--- config.mk ---
export PLATFORM = sky130hd
export DESIGN_NAME = fifo_write_packer_flat
export DESIGN_NICKNAME = d
export VERILOG_FILES = /design/src/rtl/fifo_write_packer_pkg.sv /design/src/rtl/fifo_write_packer_if.sv /design/src/rtl/fifo_write_packer_lane_accum.sv /design/src/rtl/fifo_write_packer.sv /design/src/flat_wrapper.sv
export SDC_FILE = /design/constraint.sdc
export NUM_CORES = 1
export LEC_CHECK = 0
export ABC_CLOCK_PERIOD_IN_PS = 2300
export BUFFER_PORTS_ARGS = -buffer_cell sky130_fd_sc_hd__buf_4
export CAP_MARGIN = 5
export CORE_ASPECT_RATIO = 1.75
export CORE_MARGIN = 4
export CORE_UTILIZATION = 56
export CTS_BUF_LIST = sky130_fd_sc_hd__clkbuf_16
export CTS_CLUSTER_SIZE = 16
export DETAILED_ROUTE_END_ITERATION = 8
export PLACE_DENSITY = 0.78
export SYNTH_ARGS = -nofsm -noshare
export SYNTH_HDL_FRONTEND = slang
export SYNTH_HIERARCHICAL = 1
export SYNTH_SLANG_ARGS = --single-unit
export TNS_END_PERCENT = 5
--- constraint.sdc ---
create_clock -name clk -period 2.3 [get_ports clk]
set_input_delay 0.23 -clock clk [delete_from_list [all_inputs] [get_ports clk]]
set_output_delay 0.23 -clock clk [all_outputs]
set_load 0.01 [all_outputs]
--- src/rtl/fifo_write_packer_pkg.sv ---
// fifo_write_packer_pkg: shared FIFO word geometry and packed-word type
package fifo_write_packer_pkg;
    localparam int IN_WIDTH_DEF      = 8;
    localparam int RATIO_DEF         = 4;
    localparam int FLUSH_TIMEOUT_DEF = 16;

    function automatic int fifo_data_w(input int iw, input int r);
        return iw * r;
    endfunction

    function automatic int lane_cnt_w(input int r);
        return $clog2(r);
    endfunction

    // a zero timeout still needs a one-bit counter to keep the port legal
    function automatic int timeout_w(input int t);
        return t > 0 ? $clog2(t + 1) : 1;
    endfunction

    localparam int FIFO_DATA_W = fifo_data_w(IN_WIDTH_DEF, RATIO_DEF);

    typedef struct packed {
        logic [FIFO_DATA_W-1:0] data;
        logic [RATIO_DEF-1:0]   keep;
    } packed_word_t;
endpackage

--- src/rtl/fifo_write_packer_if.sv ---
// fifo_write_packer_if: input stream plus FIFO write-side handshake
interface fifo_write_packer_if #(
    parameter int IN_WIDTH = 8,
    parameter int RATIO    = 4
);
    logic                      in_valid;
    logic                      in_ready;
    logic [IN_WIDTH-1:0]       in_data;
    logic                      in_last;
    logic                      full;
    logic                      inc;
    logic [IN_WIDTH*RATIO-1:0] wdata;
    logic [RATIO-1:0]          wkeep;

    modport master (
        output in_valid, in_data, in_last, full,
        input  in_ready, inc, wdata, wkeep
    );

    modport slave (
        input  in_valid, in_data, in_last, full,
        output in_ready, inc, wdata, wkeep
    );
endinterface

--- src/rtl/fifo_write_packer_lane_accum.sv ---
// fifo_lane_accum: gathers narrow words into lanes and decides when a word closes
module fifo_lane_accum
    import fifo_write_packer_pkg::*;
#(
    parameter int IN_WIDTH      = IN_WIDTH_DEF,
    parameter int RATIO         = RATIO_DEF,
    parameter int FLUSH_TIMEOUT = FLUSH_TIMEOUT_DEF
) (
    input  logic                                   clk,
    input  logic                                   rst_n,
    input  logic                                   in_valid,
    input  logic [IN_WIDTH-1:0]                    in_data,
    input  logic                                   in_last,
    input  logic                                   slot_free,
    output logic                                   in_ready,
    output logic                                   push,
    output logic [fifo_data_w(IN_WIDTH, RATIO)-1:0] push_data,
    output logic [RATIO-1:0]                       push_keep
);
    localparam int DW = fifo_data_w(IN_WIDTH, RATIO);
    localparam int CW = lane_cnt_w(RATIO);
    localparam int TW = timeout_w(FLUSH_TIMEOUT);

    logic [DW-1:0]    acc_data, nxt_data;
    logic [RATIO-1:0] acc_keep, nxt_keep;
    logic [CW-1:0]    cnt;
    logic [TW-1:0]    idle;
    logic             acc_done, accept, timeout, close;

    assign in_ready  = !acc_done;
    assign accept    = in_valid && !acc_done;
    // an accept always wins over a flush, so the arriving word joins the partial
    assign timeout   = FLUSH_TIMEOUT != 0 && !accept && !acc_done && cnt != '0 &&
                       idle == TW'(FLUSH_TIMEOUT);
    assign close     = accept ? (cnt == CW'(RATIO - 1) || in_last) : timeout;
    assign nxt_data  = accept ? acc_data | (DW'(in_data) << (IN_WIDTH * cnt)) : acc_data;
    assign nxt_keep  = accept ? acc_keep | (RATIO'(1) << cnt) : acc_keep;
    // a parked word or a freshly closed one moves out whenever the slot frees
    assign push      = (acc_done || close) && slot_free;
    assign push_data = nxt_data;
    assign push_keep = nxt_keep;

    // lane accumulator: clear on handoff, park on blocked close, else fill
    always_ff @(posedge clk or negedge rst_n) begin
        if (!rst_n) begin
            acc_data <= '0;
            acc_keep <= '0;
            cnt      <= '0;
            acc_done <= 1'b0;
        end else if (push) begin
            acc_data <= '0;
            acc_keep <= '0;
            cnt      <= '0;
            acc_done <= 1'b0;
        end else if (close) begin
            acc_data <= nxt_data;
            acc_keep <= nxt_keep;
            cnt      <= '0;
            acc_done <= 1'b1;
        end else if (accept) begin
            acc_data <= nxt_data;
            acc_keep <= nxt_keep;
            cnt      <= cnt + 1'b1;
        end
    end

    // idle counter: runs only while a partial word waits for more lanes
    always_ff @(posedge clk or negedge rst_n) begin
        if (!rst_n)
            idle <= '0;
        else
            idle <= (accept || close || acc_done || cnt == '0 || FLUSH_TIMEOUT == 0) ? '0 : idle + 1'b1;
    end
endmodule

--- src/rtl/fifo_write_packer.sv ---
// fifo_write_packer: packs narrow stream words into keep-masked FIFO writes
module fifo_write_packer
    import fifo_write_packer_pkg::*;
#(
    parameter int IN_WIDTH      = IN_WIDTH_DEF,
    parameter int RATIO         = RATIO_DEF,
    parameter int FLUSH_TIMEOUT = FLUSH_TIMEOUT_DEF
) (
    input logic                clk,
    input logic                rst_n,
    fifo_write_packer_if.slave bus
);
    localparam int DW = fifo_data_w(IN_WIDTH, RATIO);

    logic [DW-1:0]    out_data, push_data;
    logic [RATIO-1:0] out_keep, push_keep;
    logic             out_valid, fire, push;

    assign fire      = out_valid && !bus.full;
    assign bus.inc   = fire;
    assign bus.wdata = out_data;
    assign bus.wkeep = out_keep;

    fifo_lane_accum #(
        .IN_WIDTH      (IN_WIDTH),
        .RATIO         (RATIO),
        .FLUSH_TIMEOUT (FLUSH_TIMEOUT)
    ) u_accum (
        .clk       (clk),
        .rst_n     (rst_n),
        .in_valid  (bus.in_valid),
        .in_data   (bus.in_data),
        .in_last   (bus.in_last),
        .slot_free (!out_valid || fire),
        .in_ready  (bus.in_ready),
        .push      (push),
        .push_data (push_data),
        .push_keep (push_keep)
    );

    // output slot: load on push, empty after a write with nothing behind it
    always_ff @(posedge clk or negedge rst_n) begin
        if (!rst_n) begin
            out_data  <= '0;
            out_keep  <= '0;
            out_valid <= 1'b0;
        end else if (push) begin
            out_data  <= push_data;
            out_keep  <= push_keep;
            out_valid <= 1'b1;
        end else if (fire) begin
            out_valid <= 1'b0;
        end
    end
endmodule

--- src/flat_wrapper.sv ---
// flat-port wrapper written by rule: the top's interface ports become plain ports
module fifo_write_packer_flat import fifo_write_packer_pkg::*;
#(
    parameter int IN_WIDTH      = IN_WIDTH_DEF,
    parameter int RATIO         = RATIO_DEF,
    parameter int FLUSH_TIMEOUT = FLUSH_TIMEOUT_DEF
)
  (clk, rst_n, bus_in_valid, bus_in_data, bus_in_last, bus_full, bus_in_ready, bus_inc, bus_wdata, bus_wkeep);
  fifo_write_packer_if #(.IN_WIDTH(IN_WIDTH), .RATIO(RATIO)) bus_i ();
  input logic clk;
  input logic rst_n;
  input wire logic [$bits(bus_i.in_valid)-1:0] bus_in_valid;
  input wire logic [$bits(bus_i.in_data)-1:0] bus_in_data;
  input wire logic [$bits(bus_i.in_last)-1:0] bus_in_last;
  input wire logic [$bits(bus_i.full)-1:0] bus_full;
  output wire logic [$bits(bus_i.in_ready)-1:0] bus_in_ready;
  output wire logic [$bits(bus_i.inc)-1:0] bus_inc;
  output wire logic [$bits(bus_i.wdata)-1:0] bus_wdata;
  output wire logic [$bits(bus_i.wkeep)-1:0] bus_wkeep;
  assign bus_i.in_valid = bus_in_valid;
  assign bus_i.in_data = bus_in_data;
  assign bus_i.in_last = bus_in_last;
  assign bus_i.full = bus_full;
  assign bus_in_ready = bus_i.in_ready;
  assign bus_inc = bus_i.inc;
  assign bus_wdata = bus_i.wdata;
  assign bus_wkeep = bus_i.wkeep;
  fifo_write_packer #(.IN_WIDTH(IN_WIDTH), .RATIO(RATIO), .FLUSH_TIMEOUT(FLUSH_TIMEOUT)) u_core (.clk(clk), .rst_n(rst_n), .bus(bus_i));
endmodule
Word level (Yosys, flattened, before mapping)
Cells that the tools add are included.
- bits in registers: 81
- shift operators: 2
- eq/ne operators: 2
- muxes and demuxes: 17
- bitwise operators: 2
- add/subtract/negate cells: 2
- reduce and logical (&&, ||, !) cells: 21
- operators by type and width (kind ; number):
    $mux 32 ; 4
    $or 32x32->32 ; 1
    $shl 8x5->32 ; 1
    $mux 4 ; 4
    $logic_and 1x1->1 ; 6
    $logic_or 1x1->1 ; 6
    $mux 2 ; 3
    $reduce_bool 2->1 ; 3
    $add 5x1->5 const B ; 1
    $eq 5x5->1 const B ; 1
    $mux 1 ; 5
    $mux 5 ; 1
    $logic_not 1->1 ; 4
    $or 4x4->4 ; 1
    $shl 1x2->4 const A ; 1
    $reduce_bool 3->1 ; 1
    $add 2x1->2 const B ; 1
    $eq 2x2->1 const B ; 1
    $logic_not 2->1 ; 1

Depth between registers and ports, before layout
Gate-level depths: netlist of the first run.
- depth in word-level cells: 11
- depth in mapped cells: 9
- depth with buffers taken out: 6

By module
Netlist of the first run, hierarchy kept.
- by module, submodules not included (module ; area an instance (µm²) ; sequential area each (µm²) ; cells an instance ; times used):
    fifo_lane_accum ; 2064.5 ; 1101.1 ; 170 ; 1
    fifo_write_packer ; 1529.0 ; 925.9 ; 80 ; 1

Least setup slack after synthesis of the first run
OpenSTA, ideal clock, no wires.
- path kind: reg-to-reg
- start point: register u_core.u_accum.cnt[0]
- end point: register u_core.out_data[0], in the netlist u_core/bus.wdata[0]
- cell stages (with the launch flop): 9
- arrival time: 2016 ps
- data required time: 2175 ps
- slack: 159 ps
- buffers on the path: 3
- library setup time: 125 ps
- clock period less this slack: 2141 ps
- cell sequence: dfrtp_1 inv_1 ha_1 o311ai_2 buf_4 and2_1 buf_6 buf_12 mux2_4
- word-level cells in the longest chain between the ends: 6
- elaborated cells on any way between the ends: 11
- those cells by class: eq/ne (1); shift (1); mux (2); bitwise (1); reduce/logical (6)
- RTL lines (item ; RTL line ; text):
    start, declared ; fifo_write_packer_lane_accum.sv:26 ; logic [CW-1:0] cnt;
    start signal, assigned ; fifo_write_packer_lane_accum.sv:63 ; cnt <= cnt + 1'b1;
    $reduce_bool 2->1 ; fifo_write_packer_lane_accum.sv:33 ; assign timeout = FLUSH_TIMEOUT != 0 && !accept && !acc_done && cnt != '0 &&
    $logic_and 1x1->1 (2 in a row) ; fifo_write_packer_lane_accum.sv:33 ;
    $mux 1 * ; fifo_write_packer_lane_accum.sv:35 ; assign close = accept ? (cnt == CW'(RATIO - 1) || in_last) : timeout;
    $logic_or 1x1->1 * ; fifo_write_packer_lane_accum.sv:39 ; assign push = (acc_done || close) && slot_free;
    $logic_and 1x1->1 * ; fifo_write_packer_lane_accum.sv:39 ;
    via u_core.push ; fifo_write_packer.sv:17 ; logic out_valid, fire, push;
    end signal, assigned ; fifo_write_packer.sv:48 ; out_data <= push_data;
    end, declared ; fifo_write_packer.sv:15 ; logic [DW-1:0] out_data, push_data;
Mark *: on every way through the listed nets, which the timed path passes. The rest lies on a longest branch.
A chain may end at the register's enable or synchronous reset.

Worst setup path in the final report of the first run
- start point: register u_core.u_accum.cnt[1]
- end point: register u_core.out_data[16], in the netlist u_core/bus.wdata[16]
The elaborated chain is that of the path after synthesis.

==> impl_metrics.ini, run 1 <==
[timing]
post-route-period-util_pct = 96.1
fin_skew_ns = 0.00615
finalSetupViolCount = 0
relSlewSlack_pct = 64.2
period_minus_slack_ns = 2.21
drv_slew = 0
hold_viol = 0
setup_tns_ns = 0
clock.fmax_ghz = 0.453
tightest_slew_ns = 0.536

[place]
dp.cells = 369
io_buffers = 50
dp_hpwl_um = 4780
place_congestion = 0.745

[detailed_routing]
vias = 2136
dr.first_iter.drc_count = 92
via_per_inst = 5.53
drt-pass1-iter-count = 4
drc_errors = 0
wl_per_cell_um = 18.9
ant_nets = 0
routed_wirelength_um = 7290

[global_route]
grt_pass1_wl_um = 11800
track_usage_pct = 20.9
grt_max_degree = 82
grt_overflow = 0
grt_pass1_vias = 2289
grt_antenna_before_repair = 0

[worst_setup_path]
crit_type = register to register
cp.arrival_ns = 2.42
cp-end-kind = register
critPathLaunchType = register
crit_required_ns = 2.51
path_max_fanout = 28

[job]
cap_violations = 0

[floorplan]
rows = 38
num_io_pins = 51
die_area_um2 = 7810
core_um2 = 6230
die_h_um = 114
start_util_pct = 57.7
die_width_um = 68.6

[clock_network]
clock-root-buffer = clkbuf_16
clk_pin_slew_ns = 0.06
h-tree-depth = 3
post_cts_buffers = 0
cts_tree = yes
clkSinkCount = 81
cts_hold_buf = 1
clock_latency_ns = 0.33
cts_buffer_depth = 2
cts_resized = 0
cts_buffers = 9

[synthesis]
ys_ff_latch = 81
synthFlopType = dfrtp_1
synth.largest_area_cell = dfrtp_1
synthArstFlopShare_pct = 100
syn_area_um2 = 3590
synth_cell_types = 34
synthCells = 250
synth.avg_cell_area_um2 = 14.4
synth_edf_count = 0
synthMostInstantiatedCell = dfrtp_1
syn_nets = 269
yosysWarningCount = 6
yosys-top-cells-area = dfrtp_1, mux2_4, a21o_1, a21boi_1, a21boi_0
seq_area_frac_synth_pct = 56.4
synth_common_cells = dfrtp_1, a21o_1, mux2_4
yosys.area.top_type_share_pct = 56.4

[final_layout]
fin_nets = 320
nFillCells = 473
utilization_pct = 68.4
finalNonFillerCells = 386
num_antenna_cells = 0
syn2layout_area_growth_pct = 18.6
drive_gt1_share_pct = 36.3

[outcome]
run_status = finished, final reports clean

[hold_path]
worstHoldPathType = input port to register

[pwr]
vdd_drop_max_mv = 0.619
p_leak_nw = 2.32
total_power_mw = 5.43
p_per_area_nw_per_um2 = 1270
worst max-delay path, stage by stage, from the launching register on:
cell and delay (ns):
dfrtp_1 0.48, ha_1 0.26, o21ai_0 0.40, o311ai_4 0.18, and2_2 0.25, buf_12 0.19, mux2_4 0.32
flip-flops by register name (all words and copies together) (netlist names):
register,flops
u_core/bus.wdata,32
u_core/bus.wkeep,4
u_core/out_valid,1
u_core/u_accum/acc_data,32
u_core/u_accum/acc_done,1
u_core/u_accum/acc_keep,4
u_core/u_accum/cnt,2
u_core/u_accum/idle,5
layer usage:
metal / vias up / part of all wire [%] / track usage, %
met4: 0 / 1.5 / 7.70
met5: - / 0 / 0
li1: 986 / - / -
met1: 1093 / 40 / 25.9
met2: 49 / 54 / 34.1
met3: 8 / 4.4 / 5.62
power by group:
part	internal [mW]	switching [mW]	total (mW)
Sequential	1.95	0.282	2.24
Combinational	1.14	0.835	1.98
Clock	0.706	0.511	1.22
cells by family after synthesis:
logic type / share of synthesized area (%)
AOI/OAI and AO/OA: 16.2
buffers and inverters: 4.77
muxes: 14.6
adders and majority gates: 2.09
DFF: 56.4
and+or+nand+nor: 5.01
xor gates and xnor gates: 0.975
path summary, 6_finish.rpt:
kind | startpoint | end | slack [ns] | cells past startpoint
max in group asynchronous | rst_n | u_core/bus.wdata[28] | 1.49 | 3
min in group asynchronous | rst_n | u_core/bus.wdata[3] | 0.46 | 3
setup reg to reg | u_core/u_accum/cnt[1] | u_core/bus.wdata[16] | 0.09 | 6
setup / recovery | u_core/u_accum/cnt[1] | u_core/bus.wdata[16] | 0.09 | 6
hold reg to reg | u_core/u_accum/idle[0] | u_core/u_accum/idle[0] | 0.51 | 1
hold / removal | bus_full | u_core/out_valid | 0.13 | 2
layout make-up:
class	instances	area (µm²)	share of cell area, %
timing repair buffer	57	455	10.7
inverter	5	18.8	0.440
multi-input combinational	147	1410	33.0
sequential	81	2030	47.6
tap	80	100	2.35
clock buffer	9	225	5.28
clock inverter	7	28.8	0.675
through the flow:
stage	worst slack, ns	hold slack, ns	instance area [µm²]
final	0.0902	0.127	4260
after global placement	0.219	0.288	4000
after detailed placement	0.121	0.286	4000
after floorplan	0.159	-0.0656	3590
after CTS	0.113	0.120	4260
after global routing	-0.000000444	0.144	4260
layout by cell type (no fill, tap or decap), drive strengths merged, types with 2 or more instances in the layout:
master / instances
a31o: 2
xnor2: 2
nand2: 3
a21boi: 36
nor2b: 3
clkinv: 6
ha: 6
nand3: 2
dfrtp: 81
inv: 6
a21o: 35
and4bb: 2
clkbuf: 9
buf: 56
xor2: 2
nor2: 6
mux2: 36
(Power assumes the default switching activity.)
==> run 2, diff against run 1 <==
--- a/config.mk
+++ b/config.mk
@@ -6,5 +6,5 @@
 export NUM_CORES = 1
 export LEC_CHECK = 0
-export ABC_CLOCK_PERIOD_IN_PS = 2300
+export ABC_CLOCK_PERIOD_IN_PS = 2900
 export BUFFER_PORTS_ARGS = -buffer_cell sky130_fd_sc_hd__buf_4
 export CAP_MARGIN = 5
@@ -16,4 +16,5 @@
 export DETAILED_ROUTE_END_ITERATION = 8
 export PLACE_DENSITY = 0.78
+export SKIP_CTS_REPAIR_TIMING = 1
 export SYNTH_ARGS = -nofsm -noshare
 export SYNTH_HDL_FRONTEND = slang
==> constraint.sdc (replaced) <==
create_clock -name clk -period 2.9 [get_ports clk]
set_input_delay 0.58 -clock clk [delete_from_list [all_inputs] [get_ports clk]]
set_output_delay 0.58 -clock clk [all_outputs]
set_load 0.01 [all_outputs]
==> run 2 against run 1 <==
Effect of this change:
- wire length down 1.6%
- cell count down 1.0%
- sequential share of layout area up 0.17 points
- count of clock-buffer cells in the layout unchanged
- setup slack better by 0.45 ns
- register-to-register slack better by 0.45 ns
- worst hold slack better by 0.27 ns
- non-clock buffer count down 3
- final area down 0.35%
- sequential power down 21%
- critical path depth unchanged
- die area unchanged
- critical endpoint is now u_core/bus.wdata[11]
- largest cell class unchanged
- largest power group unchanged
==> impl_metrics.ini, run 2 (synthesized netlist as in run 1, its figures left out) <==
[floorplan]
die_area_um2 = 7810
die_h_um = 114
core_um2 = 6230
start_util_pct = 57.7
num_io_pins = 51
die_width_um = 68.6
rows = 38

[clock_network]
h-tree-depth = 3
clock-root-buffer = clkbuf_16
cts_tree = yes
clkSinkCount = 81
clk_pin_slew_ns = 0.05
cts_buffer_depth = 2
clock_latency_ns = 0.34
cts_buffers = 9

[global_route]
grt_antenna_before_repair = 0
grt_overflow = 0
grt_pass1_wl_um = 11900
grt_max_degree = 82
grt_pass1_vias = 2360
track_usage_pct = 20.9

[worst_setup_path]
critPathLaunchType = register
crit_required_ns = 3.11
cp-end-kind = register
cp.arrival_ns = 2.57
path_max_fanout = 12
crit_type = register to register

[detailed_routing]
wl_per_cell_um = 18.8
via_per_inst = 5.57
vias = 2127
routed_wirelength_um = 7170
ant_nets = 0
drt-pass1-iter-count = 4
dr.first_iter.drc_count = 180
drc_errors = 0

[timing]
setup_tns_ns = 0
period_minus_slack_ns = 2.36
drv_slew = 0
relSlewSlack_pct = 34.3
clock.fmax_ghz = 0.424
tightest_slew_ns = 0.985
finalSetupViolCount = 0
rsz0062_at_grt = no
hold_viol = 0
setup_slack_ns = 0.539
post-route-period-util_pct = 81.4
hold_ws_ns = 0.402
fin_skew_ns = 0.00762

[pwr]
p_leak_nw = 2.32
vdd_drop_max_mv = 0.603
total_power_mw = 4.37
p_per_area_nw_per_um2 = 1030

[final_layout]
fin_nets = 317
syn2layout_area_growth_pct = 18.2
layout_commonest_cell = dfrtp_1
drive_gt1_share_pct = 36.4
num_antenna_cells = 0
most-common-layout-cells = dfrtp_1, buf_4, a21o_1, mux2_4, a21boi_1
multi_input_area_um2 = 1410
nFillCells = 468
fin_area_um2 = 4250
regArea_um2 = 2030

[outcome]
run_status = finished, final reports clean

[place]
dp_hpwl_um = 4670
io_buffers = 50
place_congestion = 0.833
pre_cts_ws_ns = 0.561
dpl_cell_area_um2 = 3970

[job]
cap_violations = 0

[hold_path]
worstHoldPathType = input port to async pin
-- run 2: per-layer routing --
layer	part of all wire, %	GRT usage, %	vias up
met5	0	0	-
li1	-	-	971
met1	42	27.0	1085
met3	4.9	6.31	15
met4	2.9	10.2	0
met2	50	31.5	56
-- run 2: worst max-delay path, cell delays in order, from the launching register on --
cell and delay (ns):
dfrtp_1 0.52, inv_1 0.13, ha_1 0.28, o311ai_4 0.31, and2_2 0.36, buf_4 0.31, mux2_4 0.32
-- run 2: final timing paths --
kind                                              from                endpoint  slack [ns]  cells after the start
worst max-delay path             u_core/u_accum/cnt[0]    u_core/bus.wdata[11]        0.54                      6
max in group asynchronous                        rst_n     u_core/bus.wdata[6]        1.86                      1
worst min-delay path                             rst_n     u_core/bus.wdata[7]        0.40                      1
min in group clk                              bus_full        u_core/out_valid        0.48                      2
worst max register to register   u_core/u_accum/cnt[0]    u_core/bus.wdata[11]        0.54                      6
worst min register to register  u_core/u_accum/idle[0]  u_core/u_accum/idle[0]        0.50                      1
-- run 2: cell type report --
type | instances | share of cell area [%]
Sequential cell | 81 | 47.7
Multi-Input combinational cell | 147 | 33.1
Timing Repair Buffer | 54 | 9.84
Clock buffer | 9 | 5.30
Tap cell | 80 | 2.36
Clock inverter | 6 | 1.21
Inverter | 5 | 0.442
-- run 2: per-stage QoR --
stage,utilization [%],instances
2_1_floorplan,-,250
3_3_place_gp,63.7,367
3_5_place_dp,63.7,367
4_1_cts,68.2,382
5_1_grt,68.2,382
6_report,68.2,382
-- run 2: power by group --
group | internal, mW | total (mW) | switching, mW
registers | 1.55 | 1.78 | 0.235
logic | 0.892 | 1.54 | 0.643
clock network | 0.648 | 1.05 | 0.405
total | 3.09 | 4.37 | 1.28
==> run 3, diff against run 2 <==
ABC_CLOCK_PERIOD_IN_PS = 2300   (was 2900)
clock period = 2.3 ns   (was 2.9 ns; I/O delays follow)
==> run 3 against run 2 <==
Effect of this change:
- highest routed layer unchanged
- global-route usage grew 0.27 points
- largest power group unchanged
- final area grew 0.15%
- die area is the same
- flip-flop and latch count is the same
- worst hold slack lost 0.35 ns
- sequential power grew 26%
- non-clock buffer count grew 2
- register-to-register slack lost 0.37 ns
- clock power grew 17%
- combinational power grew 28%
- core utilization grew 0.10 points
==> impl_metrics.ini, run 3 (synthesized netlist as in run 1, its figures left out) <==
[final_layout]
fin_area_um2 = 4250
num_antenna_cells = 0
layout_commonest_cell = dfrtp_1
fin_nets = 319
drive_gt1_share_pct = 36.7
most-common-layout-cells = dfrtp_1, buf_4, a21o_1, mux2_4, a21boi_1
syn2layout_area_growth_pct = 18.3

[timing]
period_minus_slack_ns = 2.13
fin_skew_ns = 0.00415
setup_tns_ns = 0
finalSetupViolCount = 0
tightest_slew_ns = 0.591
post-route-period-util_pct = 92.6
hold_ws_ns = 0.0504
rsz0062_at_grt = no
hold_viol = 0
setup_slack_ns = 0.169
clock.fmax_ghz = 0.469
drv_slew = 0
relSlewSlack_pct = 60.5

[detailed_routing]
via_per_inst = 5.55
met2_length_um = 3760
vias = 2137
wl_met1_um = 2960
dr.first_iter.drc_count = 88
routed_wirelength_um = 7180
drc_errors = 0
drt-pass1-iter-count = 4
wl_per_cell_um = 18.6
met3_length_um = 296
dr.max_layer_used = met4
ant_nets = 0

[place]
dpl_cell_area_um2 = 4000
io_buffers = 50
place_congestion = 0.728
pre_cts_ws_ns = 0.159
dp_hpwl_um = 4820

[global_route]
grt_overflow = 0
grt_antenna_before_repair = 0
grt_max_degree = 54
grt_pass1_wl_um = 12000
track_usage_pct = 21.2
grt_pass1_vias = 2292

[worst_setup_path]
path_cells = ha_1 > o21ai_0 > o311ai_4 > and2_2 > buf_4 > mux2_4
path_max_fanout = 13
cp.arrival_ns = 2.34
max_stage_delay_ns = 0.47
regToRegSetupSlack_ns = 0.17
crit_type = register to register
critPathLaunchType = register
crit_required_ns = 2.51
worst_path_max_delay_cell = dfrtp_1
cp-end-kind = register

[pwr]
p_per_area_nw_per_um2 = 1280
vdd_drop_max_mv = 0.689
p_leak_nw = 2.33

[clock_network]
cts_buffers = 9
clock_latency_ns = 0.33
clk_pin_slew_ns = 0.06
clock-root-buffer = clkbuf_16
clkSinkCount = 81
cts_buffer_depth = 2
cts_tree = yes
h-tree-depth = 3

[floorplan]
rows = 38
start_util_pct = 57.7
core_um2 = 6230
die_area_um2 = 7810
num_io_pins = 51
die_width_um = 68.6
die_h_um = 114

[job]
cap_violations = 0

[outcome]
run_status = finished, final reports clean

[hold_path]
worstHoldPathType = input port to async pin
==> run 3: metrics by stage <==
| stage | power [mW] | instances | utilization (%) |
|---|---|---|---|
| 2_1_floorplan | 3.51 | 250 | - |
| 3_5_place_dp | 4.24 | 369 | 64.2 |
| 3_3_place_gp | 4.17 | 369 | 64.2 |
| 4_1_cts | 5.49 | 385 | 68.3 |
| 6_report | 5.43 | 385 | 68.3 |
| 5_1_grt | 5.78 | 385 | 68.3 |
==> run 3: report_power, final <==
group	switching, mW	internal (mW)	total (mW)
registers	0.282	1.95	2.24
clock network	0.519	0.708	1.23
logic	0.829	1.14	1.97
total	1.63	3.80	5.43
==> run 3: path summary, 6_finish.rpt <==
path / startpoint / end / depth (start not counted)
worst max-delay path: u_core/u_accum/cnt[1] / u_core/bus.wdata[22] / 6
worst min-delay path: rst_n / u_core/u_accum/idle[0] / 1
worst max register to register: u_core/u_accum/cnt[1] / u_core/bus.wdata[22] / 6
worst min register to register: u_core/out_valid / u_core/out_valid / 1
max in group asynchronous: rst_n / u_core/bus.wdata[26] / 2
min in group clk: bus_full / u_core/out_valid / 2
==> run 3: per-layer routing <==
| layer | track usage [%] | vias up |
|---|---|---|
| met1 | 27.0 | 1108 |
| met2 | 33.6 | 40 |
| met4 | 8.90 | 0 |
| li1 | - | 978 |
| met5 | 0 | - |
| met3 | 5.32 | 11 |
==> run 3: cell type report <==
cell class | instances | area (µm²)
clock buffer | 9 | 225
clock inverter | 7 | 30.0
fill | 470 | 1980
inverter | 5 | 18.8
multi-input combinational | 147 | 1410
sequential | 81 | 2030
tap | 80 | 100
timing repair buffer | 56 | 445
==> run 3: worst max-delay path: cells and delay by family, from the launching register on <==
| family | cells | cell delay (ns) |
|---|---|---|
| flip-flops | 1 | 0.47 |
| buffers and inverters | 1 | 0.21 |
| adder cells (fa/ha/maj) | 1 | 0.24 |
| AND/OR/NAND/NOR | 1 | 0.25 |
| multiplexers | 1 | 0.31 |
| AO/OA/AOI/OAI | 2 | 0.53 |
